===== config.mk =====
export PLATFORM = sky130hd
export DESIGN_NAME = key_event_gen
export DESIGN_NICKNAME = d
export VERILOG_FILES = /design/src/rtl/key_event_gen.sv
export SDC_FILE = /design/constraint.sdc
export NUM_CORES = 1
export LEC_CHECK = 0
export ABC_AREA = 1
export BUFFER_PORTS_ARGS = -buffer_cell sky130_fd_sc_hd__buf_2
export CORE_ASPECT_RATIO = 0.9
export CORE_MARGIN = 1.5
export CORE_UTILIZATION = 40
export DETAILED_ROUTE_END_ITERATION = 6
export GPL_ROUTABILITY_DRIVEN = 0
export PLACE_DENSITY_LB_ADDON = 0.05
export SYNTH_ARGS = -nofsm -noshare
export SYNTH_HDL_FRONTEND = slang
export SYNTH_SLANG_ARGS = --single-unit

===== constraint.sdc =====
create_clock -name clk -period 5.95 [get_ports clk]
set_clock_uncertainty 0.1 [all_clocks]
set_input_delay 0.8925 -clock clk [delete_from_list [all_inputs] [get_ports clk]]
set_output_delay 0.8925 -clock clk [all_outputs]
set_load 0.005 [all_outputs]

===== src/rtl/key_event_gen.sv =====
// key_event_gen: 5-key press / auto-repeat event queue; auto-repeat present only with KEY_EVENT_AUTOREPEAT_EN.
// Latency: a press sampled on edge N is pushed on edge N+1 and presented right after it.
// Backpressure: 4-entry FIFO; presses wait in pend, repeats that cannot be pushed are dropped (sticky overflow).
module key_event_gen #(
  parameter logic [23:0] HOLD_CYCLES   = 24'd9_500_000,
  parameter logic [23:0] REPEAT_CYCLES = 24'd3_800_000
) (
  input  logic       clk,
  input  logic       reset,
  input  logic [4:0] db_in,
  input  logic       evt_ready,
  input  logic       ovf_clr,
  output logic       evt_valid,
  output logic [2:0] evt_code,
  output logic       evt_repeat,
  output logic [4:0] held,
  output logic       overflow
);

  localparam int DEPTH = 4;

  logic [4:0] held_q;
  logic       prime_q;
  logic [4:0] pend_q, pend_d;
  logic [4:0] press;
  logic [4:0] pend_clr;
  logic [3:0] mem_q [DEPTH];
  logic [1:0] wr_ptr_q, rd_ptr_q;
  logic [2:0] count_q, count_d;
  logic       overflow_q, overflow_d;
  logic       full, pop, push_vld, pend_any;
  logic       rpt_req, rpt_drop;
  logic [2:0] pend_idx, rpt_key;
  logic [3:0] push_dat, head;

  // prime_q masks press detection on the first edge after reset, so keys held
  // through reset only reload held instead of producing a press.
  assign press    = prime_q ? 5'd0 : (db_in & ~held_q);
  assign pend_any = |pend_q;
  assign full     = (count_q == 3'd4);
  assign pop      = evt_valid & evt_ready;

  always_comb begin
    pend_idx = 3'd0;
    for (int k = 4; k >= 0; k--) begin
      if (pend_q[k]) pend_idx = 3'(k);
    end
  end

  always_comb begin
    push_vld = 1'b0;
    push_dat = 4'd0;
    pend_clr = 5'd0;
    if (!full) begin
      if (pend_any) begin
        push_vld = 1'b1;
        push_dat = {1'b0, pend_idx};
        pend_clr = 5'b00001 << pend_idx;
      end else if (rpt_req) begin
        push_vld = 1'b1;
        push_dat = {1'b1, rpt_key};
      end
    end
  end

  assign rpt_drop   = rpt_req & (full | pend_any);
  assign pend_d     = (pend_q & ~pend_clr) | press;
  assign count_d    = count_q + {2'b00, push_vld} - {2'b00, pop};
  assign overflow_d = (overflow_q & ~ovf_clr) | rpt_drop;

  always_ff @(posedge clk) begin
    if (reset) begin
      held_q     <= 5'd0;
      prime_q    <= 1'b1;
      pend_q     <= 5'd0;
      wr_ptr_q   <= 2'd0;
      rd_ptr_q   <= 2'd0;
      count_q    <= 3'd0;
      overflow_q <= 1'b0;
    end else begin
      held_q     <= db_in;
      prime_q    <= 1'b0;
      pend_q     <= pend_d;
      count_q    <= count_d;
      overflow_q <= overflow_d;
      if (push_vld) wr_ptr_q <= wr_ptr_q + 2'd1;
      if (pop)      rd_ptr_q <= rd_ptr_q + 2'd1;
    end
  end

  // Storage needs no reset: entries are only visible while count_q is non-zero.
  always_ff @(posedge clk) begin
    if (push_vld && !reset) mem_q[wr_ptr_q] <= push_dat;
  end

  assign head       = mem_q[rd_ptr_q];
  assign evt_valid  = (count_q != 3'd0);
  assign evt_code   = evt_valid ? head[2:0] : 3'd0;
  assign evt_repeat = evt_valid & head[3];
  assign held       = held_q;
  assign overflow   = overflow_q;

`ifdef KEY_EVENT_AUTOREPEAT_EN
  typedef enum logic [1:0] {
    IDLE  = 2'd0,
    DELAY = 2'd1,
    RPT   = 2'd2
  } rstate_t;

  rstate_t     state_q, state_d;
  logic [23:0] rcnt_q, rcnt_d;
  logic [2:0]  rkey_q, rkey_d;
  logic [2:0]  db_idx;
  logic        db_onehot, db_chg;

  assign db_onehot = (db_in != 5'd0) && ((db_in & (db_in - 5'd1)) == 5'd0);
  assign db_chg    = (db_in != held_q);

  always_comb begin
    db_idx = 3'd0;
    for (int k = 0; k < 5; k++) begin
      if (db_in[k]) db_idx = 3'(k);
    end
  end

  always_comb begin
    state_d = state_q;
    rcnt_d  = rcnt_q;
    rkey_d  = rkey_q;
    rpt_req = 1'b0;
    case (state_q)
      DELAY: begin
        if (db_chg) begin
          state_d = IDLE;
        end else if (rcnt_q == HOLD_CYCLES - 24'd1) begin
          rpt_req = 1'b1;
          state_d = RPT;
          rcnt_d  = 24'd0;
        end else begin
          rcnt_d = rcnt_q + 24'd1;
        end
      end
      RPT: begin
        if (db_chg) begin
          state_d = IDLE;
        end else if (rcnt_q == REPEAT_CYCLES - 24'd1) begin
          rpt_req = 1'b1;
          rcnt_d  = 24'd0;
        end else begin
          rcnt_d = rcnt_q + 24'd1;
        end
      end
      default: state_d = IDLE;
    endcase
    // A key change that drops back to IDLE may re-arm on the same edge.
    if (state_d == IDLE && (|press) && db_onehot) begin
      state_d = DELAY;
      rkey_d  = db_idx;
      rcnt_d  = 24'd0;
    end
  end

  always_ff @(posedge clk) begin
    if (reset) begin
      state_q <= IDLE;
      rcnt_q  <= 24'd0;
      rkey_q  <= 3'd0;
    end else begin
      state_q <= state_d;
      rcnt_q  <= rcnt_d;
      rkey_q  <= rkey_d;
    end
  end

  assign rpt_key = rkey_q;
`else
  logic unused_cfg;
  assign unused_cfg = ^{HOLD_CYCLES, REPEAT_CYCLES};
  assign rpt_req    = 1'b0;
  assign rpt_key    = 3'd0;
`endif

endmodule

# [Word level (Yosys, flattened, before mapping)]
# Memories as Yosys holds them, arrays and structs flattened. A register that Yosys moved wholly into a read port is not among the register bits.
# Cells that the tools add are included.
[totals] ff_bits=19 latch_bits=0 mem_bits_rw=12 mem_bits_ro=0 input_bits=9 output_inout_bits=11 word_cells=45 mem_count=1
[classes] n_addsub=4 n_mul=0 div_mod_pow=0 n_lt_le_gt_ge=0 eq_ne=1 shifts=1 n_mux=18 n_bitwise=9 n_reduce_logical=4
[memory_table] memory="mem_q" words=4 width=3 rd=1 rd_ports_with_merged_regs=1 wr=1 line_no="27" source="logic [3:0] mem_q [DEPTH];"
[op_table] cell="$mux 3" n=8
[op_table] cell="$mux 5" n=3
[op_table] cell="$and 5x5->5" n=2
[op_table] cell="$not 5->5" n=2
[op_table] cell="$mux 1" n=5
[op_table] cell="$or 5x5->5" n=1
[op_table] cell="$reduce_or 5->1" n=1
[op_table] cell="$shl 1x3->5 const A" n=1
[op_table] cell="$add 2x1->2 const B" n=2
[op_table] cell="$mux 2" n=2
[op_table] cell="$add 3x1->3" n=1
[op_table] cell="$eq 3x3->1 const B" n=1
[op_table] cell="$reduce_bool 3->1" n=1
[op_table] cell="$sub 3x1->3" n=1
[op_table] cell="$and 1x1->1" n=2
[op_table] cell="$and 1x1->1 const B" n=1
[op_table] cell="$logic_and 1x1->1" n=1
[op_table] cell="$logic_not 1->1" n=1
[op_table] cell="$not 1->1" n=1

# [Depth between registers and ports, before layout]
[depth] ltp_word=11 depth_mapped=11

# [Least setup slack after synthesis]
# Ideal clock, no wire load.
[synth_timing] path_kind="input-to-reg" start="in evt_ready" end="reg count_q[2]" setup_ps=119 t_arrival_ps=1852 required_time_ps=5731 setup_slack_ps=3878 cell_stages=7 path_buffers=0 path_cell_list="nand2_4 xor2_1 ha_1 inv_1 fa_1 o21ai_0 a21oi_1"
[synth_via] elab_chain_len=2
[synth_rtl] item="from (decl)" line_no="11" source="input logic evt_ready,"
[synth_rtl] item="$and 1x1->1" line_no="41" source="assign pop = evt_valid & evt_ready;"
[synth_rtl] item="$sub 3x1->3" line_no="68" source="assign count_d = count_q + {2'b00, push_vld} - {2'b00, pop};"
[synth_rtl] item="to (signal assigned)" line_no="84" source="count_q <= count_d;"
[synth_rtl] item="to (decl)" line_no="29" source="logic [2:0] count_q, count_d;"
# Every way passes these cells.
# A chain may end at the register's enable or synchronous reset.

# [Worst setup path after layout]
[layout_timing] start="reg count_q[0]" end="out evt_code[2]"
[layout_via] elab_chain_len=2
[layout_rtl] item="$reduce_bool 3->1" line_no="97" source="assign evt_valid = (count_q != 3'd0);"
[layout_rtl] item="$mux 3" line_no="98" source="assign evt_code = evt_valid ? head[2:0] : 3'd0;"
[layout_rtl] item="to (decl)" line_no="14" source="output logic [2:0] evt_code,"
# Every way passes these cells.

==> impl_metrics.csv <==
group,metric,value,unit
clocking,cts_setup_buffers,0,
timing,finalSetupTns,0,ns
critical_path,path_cells,"inv_1, nand3_2, inv_1, a21oi_1, buf_2",
timing,relSlewSlack,59.0,%
detailed_routing,antenna_violating_nets_post_route,0,
worst_hold_path,min_path_cells,2,
power_and_ir_drop,p_seq_share,44.9,%
clocking,htree_levels,2,
critical_path,crit_buf_inv,3,
critical_path,reg2reg_slack,3.91,ns
status,status,"complete, no violations",
detailed_routing,drtIter0Drc,20,
critical_path,end_kind,"primary output",
power_and_ir_drop,switchingPower,230,uW
place,dp_hpwl,1820,um
critical_path,crit_path_top_delay_cell,"dfxtp_1",
power_and_ir_drop,clockPowerShare,23.8,%
synthesis,syn_inst,157,
timing,hold_violations,0,
finish,antenna_cells,0,
clocking,clock_latency,0.28,ns
clocking,clock_sinks,33,
floorplanning,die_x,66.8,um
critical_path,cp-start-kind,"register",
finish,fillers,341,
grt,grt_pass1_wl,4070,um
clocking,clk_pin_slew_worst_paths,0.06,ns
critical_path,r2r_cells,11,
worst_hold_path,hp-class,"register to register",
detailed_routing,routed_wirelength,2400,um
critical_path,crit_type,"register to primary output",
timing,fin_crit_sh,38.8,%
clocking,clk_path_buf_depth,2,
critical_path,cp_top_family,"flip-flops",
synthesis,ys_seq_area_share,53.3,%
synthesis,ys_ff_latch,33,
finish,areaGrowthSynthToFinish,14.4,%
synthesis,yosysUniqueCellTypes,27,
power_and_ir_drop,power_density,393,nW/um2
critical_path,reg2reg_to,"count_q[2]",
timing,min_period,2.31,ns
floorplanning,ios,20,
power_and_ir_drop,internal_power,427,uW
detailed_routing,drt-vias-per-instance,4.48,
flow_run,max-cap-violations,0,
synthesis,yosys_warnings,0,
critical_path,arrival,1.32,ns
timing,setup_viol,0,
clocking,root_buffer,"clkbuf_8",
clocking,cts_buffers,5,
detailed_routing,vias,1003,
critical_path,critPathMaxFanout,4,
critical_path,crit_required,4.96,ns
timing,rsz0062_at_grt,"no",
place,portBuffers,18,
detailed_routing,first_pass_iters,4,
critical_path,max_stage_delay,0.46,ns
grt,grt_pass1_vias,1006,
floorplanning,floorplan.initialDensity,42.7,%
clocking,cts_resized,0,
timing,worst_pin_slew,0.610,ns
grt,antenna_found_initial,0,
synthesis,syn-num-nets,172,
worst_hold_path,min_to,"overflow",
power_and_ir_drop,swShare,35.0,%
critical_path,worstReg2RegStart,"count_q[1]",
detailed_routing,wl_per_cell,10.7,um
power_and_ir_drop,power,657,uW
synthesis,avgSynthCellArea,9.32,um2
finish,layout.nets,194,
power_and_ir_drop,ir_worst_vdd,0.197,mV
clocking,postCtsHoldBufs,0,
finish,drive_above_1_share,22.2,%
grt,grt_max_degree,22,
floorplanning,die_h,60.4,um
power_and_ir_drop,p_comb_share,31.3,%
timing,timing.fmax,0.433,GHz
worst_hold_path,min_from,"overflow",
critical_path,crit_top_cell,"inv_1",
clocking,cts_tree,"built",
floorplanning,core,3430,um2
floorplanning,rows,20,
power_and_ir_drop,leakagePower,0.000724,uW
floorplanning,die-area,4030,um2
timing,drv_slew,0,
grt,grt_usage,14.0,%
detailed_routing,drc,0,
synthesis,synth_area,1460,um2
grt,gr-total-overflow,0,
## final cells by class
class,instances,area (um2),area share [%]
Timing Repair Buffer,18,90.1,5.38
Sequential cell,33,781,46.6
Clock buffer,6,72.6,4.33
Clock inverter,2,10.0,0.598
Inverter,24,92.6,5.53
Tap cell,44,55.1,3.29
Multi-Input combinational cell,97,573,34.2
## layer usage
metal	vias to the layer above	wire length, um	global-route usage (%)
li1	542	-	-
met1	434	1090	15.4
met2	22	1170	24.6
met3	5	125	5.01
met4	0	24	6.12
met5	-	0	0
## tightest hold or removal path: cells and delay by family, from the launching register on
kind / cells / cell delay [ns]
flip-flops: 1 / 0.31
AND/OR/NAND/NOR: 2 / 0.09
## through the flow
step	hold WS, ns	std cells	worst slack, ns	util [%]	cell area, um2
final	0.337	224	3.64	48.8	1670
after global routing	0.359	224	3.55	48.8	1670
after CTS	0.343	224	3.61	48.8	1670
after detailed placement	0.332	216	3.64	46.4	1590
after global placement	0.324	216	3.70	46.4	1590
after floorplan	0.333	157	3.88	-	1460
## worst max-delay path by stage
| stage | from | endpoint | slack (ns) | cells after the start |
|---|---|---|---|---|
| after floorplan | evt_ready | count_q[2] | 3.88 | 7 |
| after global placement | evt_ready | count_q[2] | 3.70 | 8 |
| after detailed placement | evt_ready | count_q[2] | 3.64 | 8 |
| after CTS | count_q[0] | evt_code[2] | 3.61 | 5 |
| after global routing | count_q[0] | evt_code[0] | 3.55 | 5 |
| final | count_q[0] | evt_code[2] | 3.64 | 5 |
## flip-flops by register name, indices dropped and copies added (netlist names), named ones only
| signal | cells |
|---|---|
| pend_q | 5 |
| prime_q | 1 |
| count_q | 3 |
| held | 5 |
| rd_ptr_q | 2 |
| wr_ptr_q | 2 |
| mem_q | 12 |
| overflow | 1 |
## cell usage in the layout (no fill, tap or decap), types with 2 or more instances in the layout
cell      netlist  layout
nor3b_1         4       4
inv_2           2       2
xor2_1          2       2
dfxtp_1        21      21
inv_1          21      21
a21oi_2         2       2
nand3_1         3       3
clkbuf_8        0       5
nand2_4         3       3
ha_1            5       5
nor2_1         27      27
o21ai_0        11      11
edfxtp_1       12      12
clkinv_2        0       2
buf_2           2      18
nand2_2         2       2
nand2_1        16      16
a21oi_1        13      13
## power by group through the flow
stage	sequential [uW]	combinational (uW)	clock, uW
after CTS	295	209	161
final	295	205	157
after global placement	299	201	0
after detailed placement	300	208	0
after global routing	299	239	170
after floorplan	295	154	0
## cells in the mapped netlist, drive strengths merged
cell     n  area (um2)
nor2    29         133
nand3    5        42.5
nand2   21         106
conb     1        3.75
fa       1        20.0
nand4    1        6.26
nor3b    4        30.0
a21oi   15        82.6
buf      3        17.5
edfxtp  12         360
xor2     2        17.5
nor3     1        5.00
ha       5        62.6
o21ai   12        63.8
inv     24        92.6
dfxtp   21         420
## logic make-up (layout without fill, tap and decap cells)
kind of cell / after synthesis / count (layout) / synth area share, %
adder cells (fa/ha/maj): 6 / 6 / 5.64
AND/OR/NAND/NOR: 61 / 61 / 22.1
AO/OA/AOI/OAI: 27 / 27 / 10.0
XOR/XNOR: 2 / 2 / 1.20
other: 1 / 1 / 0.256
flip-flops: 33 / 33 / 53.3
buffers and inverters: 27 / 50 / 7.52
(Power assumes the default switching activity.)
